[config.mk]
export PLATFORM = sky130hd
export DESIGN_NAME = bcd_time_counter
export DESIGN_NICKNAME = d
export VERILOG_FILES = /design/src/rtl/bcd_time_counter.sv
export SDC_FILE = /design/constraint.sdc
export NUM_CORES = 1
export LEC_CHECK = 0
export CAP_MARGIN = 20
export CORE_MARGIN = 10
export CORE_UTILIZATION = 57
export DETAILED_ROUTE_END_ITERATION = 10
export MAX_ROUTING_LAYER = met4
export PLACE_DENSITY = 0.92
export SYNTH_ARGS = -nofsm -noshare
export SYNTH_HDL_FRONTEND = slang
export SYNTH_SLANG_ARGS = --single-unit
[constraint.sdc]
create_clock -name clk -period 2.82 [get_ports clk]
set_clock_uncertainty 0.1 [all_clocks]
set_input_delay 0.564 -clock clk [delete_from_list [all_inputs] [get_ports clk]]
set_output_delay 0.564 -clock clk [all_outputs]
set_load 0.01 [all_outputs]
[src/rtl/bcd_time_counter.sv]
// bcd_time_counter: HH:MM:SS time-of-day counter with six BCD digit outputs.
// Advances on a 1 Hz enable pulse. A three-state set-mode FSM lets the user
// step hours and minutes with two pre-debounced button pulses, and blinks
// the selected field on the tick. Every output comes straight from a flop.
module bcd_time_counter #(
  parameter bit HOUR_24 = 1'b1  // 1 = 00..23, 0 = 01..12
) (
  input  logic       clk,
  input  logic       rst,
  input  logic       tick_1hz,
  input  logic       btn_mode,
  input  logic       btn_inc,
  output logic [3:0] hr_tens,
  output logic [3:0] hr_ones,
  output logic [3:0] min_tens,
  output logic [3:0] min_ones,
  output logic [3:0] sec_tens,
  output logic [3:0] sec_ones,
  output logic       blank_hr,
  output logic       blank_min,
  output logic       set_active,
  output logic       day_pulse
);

  typedef enum logic [1:0] {
    ST_RUN     = 2'd0,
    ST_SET_HR  = 2'd1,
    ST_SET_MIN = 2'd2
  } state_t;

  // Midnight in 24 h mode, noon-style 12:00 in 12 h mode.
  localparam logic [3:0] HR_TENS_RST = HOUR_24 ? 4'd0 : 4'd1;
  localparam logic [3:0] HR_ONES_RST = HOUR_24 ? 4'd0 : 4'd2;

  state_t     r_state, w_state_next;
  logic       r_phase, w_phase_next;
  logic [3:0] r_hr_tens, r_hr_ones, r_min_tens, r_min_ones, r_sec_tens, r_sec_ones;
  logic [3:0] w_hr_tens_next, w_hr_ones_next;
  logic [3:0] w_min_tens_next, w_min_ones_next;
  logic [3:0] w_sec_tens_next, w_sec_ones_next;
  logic       w_day_next;
  logic       r_blank_hr, r_blank_min, r_set_active, r_day_pulse;

  logic       w_sec_wrap, w_min_wrap, w_hr_day;
  logic [7:0] w_hr_inc, w_min_inc, w_sec_inc;

  // Two-digit 0..59 BCD increment, wrapping 59 -> 00.
  function automatic logic [7:0] inc_60(input logic [3:0] tens, input logic [3:0] ones);
    logic [7:0] res;
    if (ones == 4'd9) begin
      res = {(tens == 4'd5) ? 4'd0 : tens + 4'd1, 4'd0};
    end else begin
      res = {tens, ones + 4'd1};
    end
    return res;
  endfunction

  // Two-digit hour BCD increment with format-dependent wrap.
  function automatic logic [7:0] inc_hr(input logic [3:0] tens, input logic [3:0] ones);
    logic [7:0] res;
    if (HOUR_24 && tens == 4'd2 && ones == 4'd3) begin
      res = {4'd0, 4'd0};
    end else if (!HOUR_24 && tens == 4'd1 && ones == 4'd2) begin
      res = {4'd0, 4'd1};
    end else if (ones == 4'd9) begin
      res = {tens + 4'd1, 4'd0};
    end else begin
      res = {tens, ones + 4'd1};
    end
    return res;
  endfunction

  // Carry / rollover detection and the candidate incremented fields.
  always_comb begin
    w_sec_wrap = (r_sec_tens == 4'd5) && (r_sec_ones == 4'd9);
    w_min_wrap = (r_min_tens == 4'd5) && (r_min_ones == 4'd9);
    // Day rollover: 23 -> 00 in 24 h mode, 11 -> 12 in 12 h mode.
    w_hr_day   = HOUR_24 ? ((r_hr_tens == 4'd2) && (r_hr_ones == 4'd3))
                         : ((r_hr_tens == 4'd1) && (r_hr_ones == 4'd1));
    w_sec_inc  = inc_60(r_sec_tens, r_sec_ones);
    w_min_inc  = inc_60(r_min_tens, r_min_ones);
    w_hr_inc   = inc_hr(r_hr_tens, r_hr_ones);
  end

  // Next state, blink phase and time fields for the coming edge.
  always_comb begin
    // NOTE: every signal gets a default first so no path leaves one unassigned,
    // which would otherwise infer a latch.
    w_state_next    = r_state;
    w_phase_next    = r_phase;
    w_hr_tens_next  = r_hr_tens;
    w_hr_ones_next  = r_hr_ones;
    w_min_tens_next = r_min_tens;
    w_min_ones_next = r_min_ones;
    w_sec_tens_next = r_sec_tens;
    w_sec_ones_next = r_sec_ones;
    w_day_next      = 1'b0;

    unique case (r_state)
      ST_RUN: begin
        w_phase_next = 1'b0;
        if (tick_1hz) begin
          {w_sec_tens_next, w_sec_ones_next} = w_sec_inc;
          if (w_sec_wrap) begin
            {w_min_tens_next, w_min_ones_next} = w_min_inc;
            if (w_min_wrap) begin
              {w_hr_tens_next, w_hr_ones_next} = w_hr_inc;
              w_day_next = w_hr_day;
            end
          end
        end
        // A coincident tick is still applied above; only the state moves.
        if (btn_mode) begin
          w_state_next = ST_SET_HR;
        end
      end

      ST_SET_HR: begin
        if (tick_1hz) w_phase_next = ~r_phase;
        if (btn_mode) begin
          w_state_next = ST_SET_MIN;
          w_phase_next = 1'b0;
        end else if (btn_inc) begin
          {w_hr_tens_next, w_hr_ones_next} = w_hr_inc;
        end
      end

      ST_SET_MIN: begin
        if (tick_1hz) w_phase_next = ~r_phase;
        if (btn_mode) begin
          w_state_next    = ST_RUN;
          w_phase_next    = 1'b0;
          w_sec_tens_next = 4'd0;
          w_sec_ones_next = 4'd0;
        end else if (btn_inc) begin
          {w_min_tens_next, w_min_ones_next} = w_min_inc;
        end
      end

      default: begin
        w_state_next = ST_RUN;
        w_phase_next = 1'b0;
      end
    endcase
  end

  // FSM state register.
  always_ff @(posedge clk) begin
    // NOTE: sequential state uses non-blocking assignments so every flop
    // samples the pre-edge values regardless of statement order.
    if (rst) r_state <= ST_RUN;
    else     r_state <= w_state_next;
  end

  // Time digits, blink phase and registered status flags.
  always_ff @(posedge clk) begin
    if (rst) begin
      r_phase      <= 1'b0;
      r_hr_tens    <= HR_TENS_RST;
      r_hr_ones    <= HR_ONES_RST;
      r_min_tens   <= 4'd0;
      r_min_ones   <= 4'd0;
      r_sec_tens   <= 4'd0;
      r_sec_ones   <= 4'd0;
      r_blank_hr   <= 1'b0;
      r_blank_min  <= 1'b0;
      r_set_active <= 1'b0;
      r_day_pulse  <= 1'b0;
    end else begin
      r_phase      <= w_phase_next;
      r_hr_tens    <= w_hr_tens_next;
      r_hr_ones    <= w_hr_ones_next;
      r_min_tens   <= w_min_tens_next;
      r_min_ones   <= w_min_ones_next;
      r_sec_tens   <= w_sec_tens_next;
      r_sec_ones   <= w_sec_ones_next;
      r_blank_hr   <= (w_state_next == ST_SET_HR)  && w_phase_next;
      r_blank_min  <= (w_state_next == ST_SET_MIN) && w_phase_next;
      r_set_active <= (w_state_next != ST_RUN);
      r_day_pulse  <= w_day_next;
    end
  end

  assign hr_tens    = r_hr_tens;
  assign hr_ones    = r_hr_ones;
  assign min_tens   = r_min_tens;
  assign min_ones   = r_min_ones;
  assign sec_tens   = r_sec_tens;
  assign sec_ones   = r_sec_ones;
  assign blank_hr   = r_blank_hr;
  assign blank_min  = r_blank_min;
  assign set_active = r_set_active;
  assign day_pulse  = r_day_pulse;

endmodule

# After elaboration in Yosys (flattened, before gate mapping)
# Cells that the tools add are included.
[op_classes]
n_lt_le_gt_ge = 0
div_mod_pow = 0
n_reduce_logical = 15
shift = 0
multipliers = 0
add_sub_neg = 6
eq_ne = 20
n_mux = 40
bitwise = 5
[ops]
columns = ["cell", "count"]
rows = [
  ["2-to-1 mux 4 bit", 23],
  ["case mux 4 bit (2 select lines)", 6],
  ["2-to-1 mux 8 bit", 4],
  ["adder 4 x 1 -> 4 bit (second input constant)", 6],
  ["inequality test 2 bit (second input constant)", 9],
  ["equality test 4 bit (second input constant)", 3],
  ["equality test 4 x 2 -> 1 bit (second input constant)", 2],
  ["equality test 4 x 3 -> 1 bit (second input constant)", 2],
  ["2-to-1 mux 2 bit", 3],
  ["case mux 2 bit (3 select lines)", 1],
  ["AND reduction 6 bit", 1],
  ["nonzero test 2 bit", 3],
  ["logical AND 1 bit", 5],
  ["inverter 1 bit", 5],
  ["AND reduction 5 bit", 1],
  ["OR reduction 5 bit", 1],
  ["equality test 2 x 1 -> 1 bit (second input constant)", 2],
  ["equality test 2 bit (second input constant)", 2],
  ["AND reduction 4 bit", 1],
  ["2-to-1 mux 1 bit", 3],
  ["AND reduction 3 bit", 1],
  ["logical NOT 2 bit", 1],
  ["OR reduction 2 bit", 1],
]
[totals]
latch_bits = 0
in_bits = 5
mem_bits_ro = 0
regBits = 31
ram_bits = 0
word_cells = 98
mem_count = 0
out_inout_bits = 28

# Longest topological paths before layout
[depth]
word_depth = 7
ltp_mapped = 7

# Worst setup path before layout
# No wires, ideal clock.
[synth_path]
path_type = "reg-to-reg"
from = "register r_state[0]"
to = "register r_min_tens[0], in the netlist min_tens[0]"
setup_slack_ps = 879
stages_incl_launch_ff = 8
required_time_ps = 2597
path_buffers = 1
arrival_time_ps = 1718
path_cell_list = "dfxtp_1 > inv_1 > ha_1 > buf_4 > nor2b_1 > o21ai_1 > nor4b_1 > mux2_1"
[synth_via]
elab_chain_len = 3
elab_cells_between_ends = 9
classes_between = "5 x eq/ne; 1 x mux; 3 x reduce/logical"
[synth_lines]
columns = ["item", "line", "rtl"]
rows = [
  ["start: declaration", "35", "state_t r_state, w_state_next;"],
  ["start signal: assignment", "152", "else r_state <= w_state_next;"],
  ["equality test 2 bit or logical NOT 2 bit (tied branches)", "99", "unique case (r_state)"],
  ["inequality test 2 bit (no source line) or nonzero test 2 bit (tied branches)", "--", ""],
  ["AND reduction 5 bit (no source line)", "--", ""],
  ["end signal: assignment", "173", "r_min_tens <= w_min_tens_next;"],
  ["end: declaration", "37", "logic [3:0] r_hr_tens, r_hr_ones, r_min_tens, r_min_ones, r_sec_tens, r_sec_ones;"],
]
# Parallel ways exist; a longest one is shown, timed or not.
# A chain may end at the register's enable or synchronous reset.

# Worst setup path in the final report
# Ends and elaborated chain as after synthesis.

==> impl_results.md <==
* Hold depth at 2
* Synth Register Bits at 31
* Rows at 20
* Critical Path, Cell by Cell: inv_1 -> ha_1 -> and3b_1 -> o21ai_1 -> nor4b_1 -> mux2_1
* GR Util met3 at 7.26%
* Hold crit path type: register to register
* Number of synthesized flops with an enable pin at 0
* 1st-pass router iterations at 4
* Nets at 273
* Starting density of the core at 60.6%
* Asr flop ratio synth at 0%
* RR Endpoint: min_tens[0]
* Slowest-stage cell, CP: nor4b_1
* Stages on worst setup path at 6
* Worst hold margin at 0.408 ns
* Peak supply drop at approximately 400 uV
* Clock transition at path regs at around 0.10 ns
* Post-route ant nets at 0
* Setup crit end kind: register
* Skew-Pair Late Insertion Delay at 0.35 ns
* Max Fclk at 455 MHz
* Pwr dens at 417 nW/um^2
* Die Ht at 77.7 um
* GRT overflow at 0
* Final Setup Violations at 0
* Post-Route WL at 4.46 mm
* Area Growth Syn to Fin at 21.5%
* GRT busiest layer: met2
* Crit path kind: register to register
* Initial detailed-routing violation count at 150
* Flop2flop setup slack at 0.62 ns
* Mapped Area at 1890 um^2
* Slew Limit Fails at 0
* Floorplan Core Area at 3130 um^2
* Lkg Pwr at 0.000832 uW
* Die width at 77.7 um
* RSZ-0062 raised after global routing: no
* Number of top-level pins at 33
* Final core occ at 73.6%
* Gpl congestion at between 0.8 and 0.9
* Met2 Usage GRT at 24.8%
* Status: completed
* Via count at 1770
* Wirelength per Cell at 14.9 um
* CTS tree: yes
* Yosys cell types at between 50 and 60
* Req. time, crit path at 2.96 ns
* Final worst path period need at 2.20 ns
* Post-Syn Instances at 219
* H-tree depth at 2
* CP max stage delay at 0.41 ns
* Sink Count at 31
* Share of cells above drive strength 1 at between 7 and 8%
* Largest net degree at the start of global routing at 16
* Post-CTS Setup Repair Bufs at 0
* Seq/Total Area, Yosys at about 33%
* # diodes at 0
* Die area at ~6000 um^2
* Hold EP: sec_tens[1]
* Most frequent cell after synthesis: dfxtp_1
* Slew HR at 60.2%
* Power Total at between 900 and 1000 uW
* Kind of launch point of the worst setup path: register
* Synth top cells by count: 31 x dfxtp_1, 16 x inv_1, 16 x nor2_1, 14 x ha_1
* Ys flop type: dfxtp_1
* Worst Path Arrival at ~2.3 ns
* CTS Buf Count at 5
* Vias in the first global route at 1649
* Warnings from Yosys at 0
* Clock root buffer: clkbuf_4
* First-pass GRT wire length at 7.71 mm
* Post-Syn Nets at 238
* Final hold vios at 0
* Reg2reg start: r_state[0]
* Worst Tran Pin Value at 0.597 ns
* Port-buffer cells at 32
* Residual DRC at 0
* Area leader, netlist: dfxtp_1
* Delay-heaviest family, CP: simple AND/OR/NAND/NOR gates
* Mean Syn Cell Area at 8.65 um^2
* Final setup TNS at 0 ns
* CTS Hold Buffers Added at 0
* Worst R2R Path Depth at 6
* Max-cap violations at 0
* Ranking of synthesized cells by area: dfxtp_1 33%, ha_1 9.2%, a21oi_1 3.4%
* CP max FO at 10
* Total track usage at 15.5%
* GRT met1 Usage at 17.0%
* Number of gates resized after cts at 0
* CP bufs+invs at 1
* Clk buf depth at 2
* HPWL after detailed placement at 3.40 mm
* Period utilization at a little under 80%
* Initial antenna violation count at 0
* Routed vias/inst at 5.92
* Hold_sp: sec_tens[1]
* Share of the synthesized area in the top cell type at 32.8%
==> logic make-up after synthesis <==
family	share of synthesized area, %
compound gates	21.4
fa+ha+maj	9.25
flops	32.8
xor+xnor	0.462
mux	2.25
simple gates	28.6
buf+inv	5.28
==> power by group <==
part | switching (uW) | internal [uW] | leakage, uW
Combinational | 135 | 94.1 | 0.000552
Clock | 156 | 97.0 | 0.0000293
Sequential | 22.5 | 456 | 0.000251
Total | 314 | 647 | 0.000832
==> worst max path at each step <==
stage	start	slack [ns]	endpoint
floorplan	r_state[0]	0.88	min_tens[0]
global placement	btn_mode	0.41	min_tens[0]
detailed placement	btn_mode	0.32	min_tens[0]
CTS	r_state[0]	0.64	min_tens[0]
global route	r_state[0]	0.44	min_tens[0]
finish	r_state[0]	0.62	min_tens[0]
==> area by class of cell <==
class | count | area [um^2]
clock buffers | 7 | 45.0
clock inverters | 1 | 5.00
fillers | 239 | 826
inverters | 16 | 60.1
multi-input cells | 165 | 1170
flip-flops and latches | 31 | 621
well taps | 44 | 55.1
repair buffers | 35 | 343
==> metal layers <==
layer,vias to the layer above,wire length (um)
met4,0,38
met1,823,1970
met3,5,311
met2,54,2150
li1,888,-
met5,-,0
==> flip-flops by register name, summed over array words and instances, names as in the netlist <==
name        flops
r_state         2
min_ones        4
sec_ones        4
set_active      1
blank_hr        1
r_phase         1
day_pulse       1
sec_tens        4
blank_min       1
hr_ones         4
min_tens        4
hr_tens         4
==> worst reg2reg max path: stages (launching register included) <==
cell and delay [ns]:
dfxtp_1 0.36, inv_1 0.13, ha_1 0.38, and3b_1 0.23, o21ai_1 0.15, nor4b_1 0.41
mux2_1 0.36
==> layout by cell type, fill, tap and decap left out, drive strengths merged, types with 3 or more instances in the layout <==
master	count
nor4	3
nand4	4
clkbuf	7
ha	14
a211oi	4
nor2	16
o31ai	3
nor3	3
inv	16
buf	3
and3b	6
o41ai	3
o21ai	10
or4	4
nand2	13
nor2b	9
a21oi	14
nand3	11
clkdlybuf4s50	32
a31oi	3
o22ai	3
nor3b	3
dfxtp	31
nand3b	5
==> metrics by stage <==
stage	setup slack [ns]	cells	instance area [um^2]
6_report	0.622	299	2300
5_1_grt	0.439	299	2300
4_1_cts	0.640	299	2300
3_5_place_dp	0.321	291	2250
3_3_place_gp	0.410	291	2250
2_1_floorplan	0.879	219	1890
Note: power is estimated with default switching activity, not from simulation.
